<file path="config.mk">
export PLATFORM = sky130hd
export DESIGN_NAME = semaforo_temporizador
export DESIGN_NICKNAME = d
export VERILOG_FILES = /design/src/rtl/semaforo_temporizador.sv
export SDC_FILE = /design/constraint.sdc
export NUM_CORES = 1
export LEC_CHECK = 0
export BUFFER_PORTS_ARGS = -buffer_cell sky130_fd_sc_hd__clkbuf_2
export CORE_MARGIN = 2
export CORE_UTILIZATION = 65
export CTS_BUF_LIST = sky130_fd_sc_hd__clkbuf_8
export DETAILED_ROUTE_END_ITERATION = 7
export PLACE_DENSITY_LB_ADDON = 0.1
export REMOVE_ABC_BUFFERS = 1
export SLEW_MARGIN = 20
export SYNTH_ARGS = -nofsm -noshare
export SYNTH_HDL_FRONTEND = slang
export SYNTH_SLANG_ARGS = --single-unit
</file>
<file path="constraint.sdc">
create_clock -name clk -period 4.5 [get_ports clk]
set_input_delay 0 -clock clk [delete_from_list [all_inputs] [get_ports clk]]
set_output_delay 0 -clock clk [all_outputs]
set_load 0.02 [all_outputs]
</file>
<file path="src/rtl/semaforo_temporizador.sv">
// Dwell timer and lamp-interface watchdog for the two-street traffic-light controller.
// Decodes the observed lamps, times each phase, pulses the controller and halts on protocol errors.
module semaforo_temporizador #(
    parameter int unsigned CNT_W       = 16,
    parameter int unsigned T_VERDE_2   = 50,
    parameter int unsigned T_AMARELO_2 = 10,
    parameter int unsigned T_VERDE_1   = 50,
    parameter int unsigned T_AMARELO_1 = 10,
    parameter int unsigned ACK_TIMEOUT = 4
) (
    input  logic       clk,
    input  logic       rst,
    input  logic       en,
    input  logic       clr_erro,
    input  logic       rua_1_vermelho,
    input  logic       rua_1_amarelo,
    input  logic       rua_1_verde,
    input  logic       rua_2_vermelho,
    input  logic       rua_2_amarelo,
    input  logic       rua_2_verde,
    output logic       pulso,
    output logic [1:0] fase,
    output logic       fase_valida,
    output logic       erro_comb,
    output logic       erro_timeout
);

    localparam int unsigned TO_W = $clog2(ACK_TIMEOUT + 1);

    // Last count value of each dwell; the pulse is issued on the cycle after it.
    localparam logic [CNT_W-1:0] FIM_0  = CNT_W'(T_VERDE_2 - 1);
    localparam logic [CNT_W-1:0] FIM_1  = CNT_W'(T_AMARELO_2 - 1);
    localparam logic [CNT_W-1:0] FIM_2  = CNT_W'(T_VERDE_1 - 1);
    localparam logic [CNT_W-1:0] FIM_3  = CNT_W'(T_AMARELO_1 - 1);
    localparam logic [TO_W-1:0]  TO_FIM = TO_W'(ACK_TIMEOUT - 1);

    typedef enum logic [1:0] {
        IDLE   = 2'd0,
        CONTA  = 2'd1,
        ESPERA = 2'd2,
        FALHA  = 2'd3
    } estado_t;

    estado_t          estado, estado_n;
    logic [CNT_W-1:0] cnt, cnt_n;
    logic [TO_W-1:0]  tcnt, tcnt_n;
    logic [1:0]       fase_n;
    logic             pulso_n;
    logic             fase_valida_n;
    logic             erro_comb_n;
    logic             erro_timeout_n;

    logic [5:0]       lampadas;
    logic             legal;
    logic [1:0]       fase_dec;
    logic [1:0]       fase_seg;
    logic [CNT_W-1:0] fim;

    assign lampadas = {rua_1_vermelho, rua_1_amarelo, rua_1_verde,
                       rua_2_vermelho, rua_2_amarelo, rua_2_verde};
    assign fase_seg = fase + 2'd1;

    // Exactly two lamps on, in one of the four legal pairings.
    always_comb begin
        legal    = 1'b1;
        fase_dec = 2'd0;
        case (lampadas)
            6'b100_001: fase_dec = 2'd0;
            6'b100_010: fase_dec = 2'd1;
            6'b001_100: fase_dec = 2'd2;
            6'b010_100: fase_dec = 2'd3;
            default:    legal    = 1'b0;
        endcase
    end

    always_comb begin
        fim = FIM_0;
        case (fase)
            2'd0: fim = FIM_0;
            2'd1: fim = FIM_1;
            2'd2: fim = FIM_2;
            2'd3: fim = FIM_3;
            default: fim = FIM_0;
        endcase
    end

    always_comb begin
        estado_n       = estado;
        cnt_n          = cnt;
        tcnt_n         = tcnt;
        fase_n         = fase;
        pulso_n        = 1'b0;
        fase_valida_n  = fase_valida;
        erro_comb_n    = erro_comb;
        erro_timeout_n = erro_timeout;

        case (estado)
            IDLE: begin
                if (en && legal) begin
                    fase_n        = fase_dec;
                    fase_valida_n = 1'b1;
                    cnt_n         = '0;
                    estado_n      = CONTA;
                end
            end

            CONTA: begin
                // Lamp check wins over a pulse due in the same cycle.
                if (!legal || (fase_dec != fase)) begin
                    erro_comb_n   = 1'b1;
                    fase_valida_n = 1'b0;
                    estado_n      = FALHA;
                end else if (en) begin
                    if (cnt == fim) begin
                        pulso_n  = 1'b1;
                        tcnt_n   = '0;
                        estado_n = ESPERA;
                    end else begin
                        cnt_n = cnt + CNT_W'(1);
                    end
                end
            end

            ESPERA: begin
                // An advance seen on the last allowed cycle still counts.
                if (legal && (fase_dec == fase_seg)) begin
                    fase_n   = fase_dec;
                    cnt_n    = '0;
                    estado_n = CONTA;
                end else if (!legal || (fase_dec != fase)) begin
                    erro_comb_n   = 1'b1;
                    fase_valida_n = 1'b0;
                    estado_n      = FALHA;
                end else if (en) begin
                    if (tcnt == TO_FIM) begin
                        erro_timeout_n = 1'b1;
                        fase_valida_n  = 1'b0;
                        estado_n       = FALHA;
                    end else begin
                        tcnt_n = tcnt + TO_W'(1);
                    end
                end
            end

            FALHA: begin
                fase_valida_n = 1'b0;
                if (clr_erro) begin
                    erro_comb_n    = 1'b0;
                    erro_timeout_n = 1'b0;
                    estado_n       = IDLE;
                end
            end

            default: estado_n = IDLE;
        endcase
    end

    always_ff @(posedge clk) begin
        if (rst) begin
            estado       <= IDLE;
            cnt          <= '0;
            tcnt         <= '0;
            fase         <= 2'd0;
            pulso        <= 1'b0;
            fase_valida  <= 1'b0;
            erro_comb    <= 1'b0;
            erro_timeout <= 1'b0;
        end else begin
            estado       <= estado_n;
            cnt          <= cnt_n;
            tcnt         <= tcnt_n;
            fase         <= fase_n;
            pulso        <= pulso_n;
            fase_valida  <= fase_valida_n;
            erro_comb    <= erro_comb_n;
            erro_timeout <= erro_timeout_n;
        end
    end

endmodule

</file>
==> impl_results.md <==
- Post-DP HPWL: 3.14 mm
- Most common library cell in the layout ignoring fill and taps: dfxtp_1
- Antenna-violating nets left: 0
- Clock transition at path regs: 0.10 ns
- Die height: between 50 and 60 um
- Share of total power in combinational logic: 36.7%
- First-pass GRT wire length: between 7 and 8 mm
- H-tree Lvls: 1
- Ys Warns: 0
- Fin. Hold Viols: 0
- RSZ-0062 raised after global routing: false
- Arrival @ worst endpoint: 2.75 ns
- Vias in the first global route: roughly 1700
- Worst path required time: 4.64 ns
- Switch Pwr: 267 uW
- Int Power: 396 uW
- Die Area: 3210 sq um
- Routed vias: 1794
- CP Cell Sequence: inv_1, ha_1, nor2_1, mux2i_1, or2_2, a41oi_4, o31ai_2, o22ai_1
- CTS tree: yes
- P_leak: 0.000666 uW
- Nets: ~260
- Synth Register Bits: 27
- Slowest-stage cell, CP: o31ai_2
- GRT Total Usage: 28.4%
- Pwr Density: 342 nW/um^2
- Ys flop type: dfxtp_1
- DR WL met2: between 2 and 2.5 mm
- Top Ports: 16
- Die width: 56.7 um
- Syn Area/Cell: 7.88 sq um
- Cells after Synth: 229
- Clock sink count: 27
- Final instance count without filler cells: 272
- Top sig layer: met4
- Crit-path leading delay family: compound AO/OA/AOI/OAI gates
- Root buf cell: clkbuf_8
- Bufs on Longest Clock Path: 2
- Top cells by area, synth: dfxtp_1 30%, nand3_1 5.0%, nand2_1 4.6%
- Sw frac: 40.2%
- Worst vdd rail ir drop: 244 uV
- Starting Density: 67.2%
- PortBufs: 15
- CP endpoint kind: register
- Largest net degree at the start of global routing: 16
- Area delta synth->final: 7.28%
- Min Tclk post-route: 2.61 ns
- Max-Cap Viols: 0
- Antenna diode count: 0
- Yosys top cell area share: 30.0%
- Drt via density: 6.60
- Final setup viols: 0
- Post-cts resize count: 0
- Post-CTS Setup Inserts: 0
- Buffers & Inverters on Critical Path: 1
- Setup CP Type: register to register
- Area leader, netlist: dfxtp_1
- Clock latency reported for the late side of the worst-skew pair: 0.28 ns
- Tcrit/Tclk final: 57.9%
- Clk network pwr share: 21.9%
- Worst-Margin Slew: 1.03 ns
- Outcome: completed
- Hold WS: 0.0701 ns
- Slew headroom: between 30 and 40%
- Gpl congestion: approximately 0.93
- Worst Setup Start Kind: register
- GR Overflow Total: 0
- Cts hold-fix bufs: 0
- Most frequent cells in the layout: 27 x dfxtp_1, 22 x nand2_1, 21 x nor2_1
- Synthesized area: about 1800 sq um
- 1st-iter DRT viols: ~170
- Row cnt: 19
- Worst min-delay path class: primary input to register
- Fraction of layout cells with a size suffix above 1: 12.0%
- Number of remaining DRC errors: 0
- Total CTS buffers: 3
- Clock Skews: 0.00415 ns
- Async set-reset flop share out of synthesis: 0%
- Routed WL: 4.26 mm
- Core Footprint: ~2700 sq um
- DR WL met3: 210 um
- Met1 wire length: 1.83 mm
- Inst Count DP: 268
- Critical path fanouts, max: 8
- Max-slew violations: 0
- Reg power frac: 41.5%
- Initial antenna violation count: 0
- DRT Pass-1 Iters: 4
- Number of synthesized flops with an enable pin: 0
- Critical Path Max Stage Delay: 0.60 ns
- Seq/Total Area, Yosys: 30.0%
- WL per Instance: 15.6 um
- Count of distinct cell types in the synthesized netlist: 52
- Sum Neg Setup Slack: 0 ns
- Max frequency: around 380 MHz
==> cell type report <==
type                    instances  area (sq um)
multi-input cells             179          1170
fillers                       215           751
flip-flops and latches         27           541
repair buffers                 17          90.1
inverters                      14          52.6
clock buffers                   3          41.3
well taps                      31          38.8
clock inverters                 1          5.00
==> logic make-up (layout without fill, tap and decap cells) <==
logic type	count (synthesis)	in the layout	synth area share (%)
adders and majority gates	6	6	4.16
and+or+nand+nor	109	109	33.0
buffers and inverters	23	35	5.34
DFF	27	27	30.0
AOI/OAI and AO/OA	58	58	24.5
xor gates and xnor gates	4	4	1.94
muxes	2	2	1.11
==> tightest hold or removal path, stage by stage <==
cell and delay, ns:
clkbuf_2 0.08, nand3_1 0.07, nand2_1 0.11, a21oi_1 0.05
==> sequential cells by signal, indices dropped and copies added (netlist names) <==
| name | flops |
|---|---|
| cnt | 16 |
| tcnt | 3 |
| estado | 2 |
| fase | 2 |
| erro_comb | 1 |
| erro_timeout | 1 |
| fase_valida | 1 |
| pulso | 1 |
==> cells in the mapped netlist, drive strengths merged (3+ instances only) <==
cell type	instances
buf	3
clkbuf	6
o41ai	5
o21a	3
nor3	7
xnor2	3
o21ai	8
or4	6
nand3	18
or2	4
a21oi	12
o211ai	7
inv	14
dfxtp	27
o31ai	4
nor3b	4
and3	4
nor2b	4
ha	6
nand2	22
nor2	21
nand2b	3
or3	5
==> worst paths after layout <==
kind                                                to              startpoint  slack, ns  cells past startpoint
worst max-delay path               cnt[1]$_SDFFE_PP0P_    fase[1]$_SDFFE_PP0P_       1.89                      8
worst max register to register     cnt[1]$_SDFFE_PP0P_    fase[1]$_SDFFE_PP0P_       1.89                      8
worst min-delay path            erro_comb$_SDFFE_PP0P_                clr_erro       0.07                      4
worst min register to register  erro_comb$_SDFFE_PP0P_  erro_comb$_SDFFE_PP0P_       0.45                      2
==> per-layer routing <==
metal / vias to the layer above / global-route usage, %
li1: 878 / -
met1: 844 / 35.0
met2: 67 / 48.8
met3: 5 / 4.61
met4: 0 / 11.6
met5: - / 0
==> stage by stage <==
step           utilization (%)  power [uW]  area [sq um]  worst slack, ns
2_1_floorplan                -         440          1760             2.10
3_3_place_gp              70.3         510          1890             1.83
3_5_place_dp              70.3         519          1890             1.71
4_1_cts                   72.1         660          1940             1.91
5_1_grt                   72.1         699          1940             1.69
6_report                  72.1         663          1940             1.89
==> power groups by stage <==
stage          Clock, uW  Sequential [uW]  Combinational, uW
3_5_place_dp           0              280                239
4_1_cts              146              274                240
6_report             145              275                243
3_3_place_gp           0              280                231
5_1_grt              157              277                266
2_1_floorplan          0              279                161
Power figures use the tool's default switching activity.
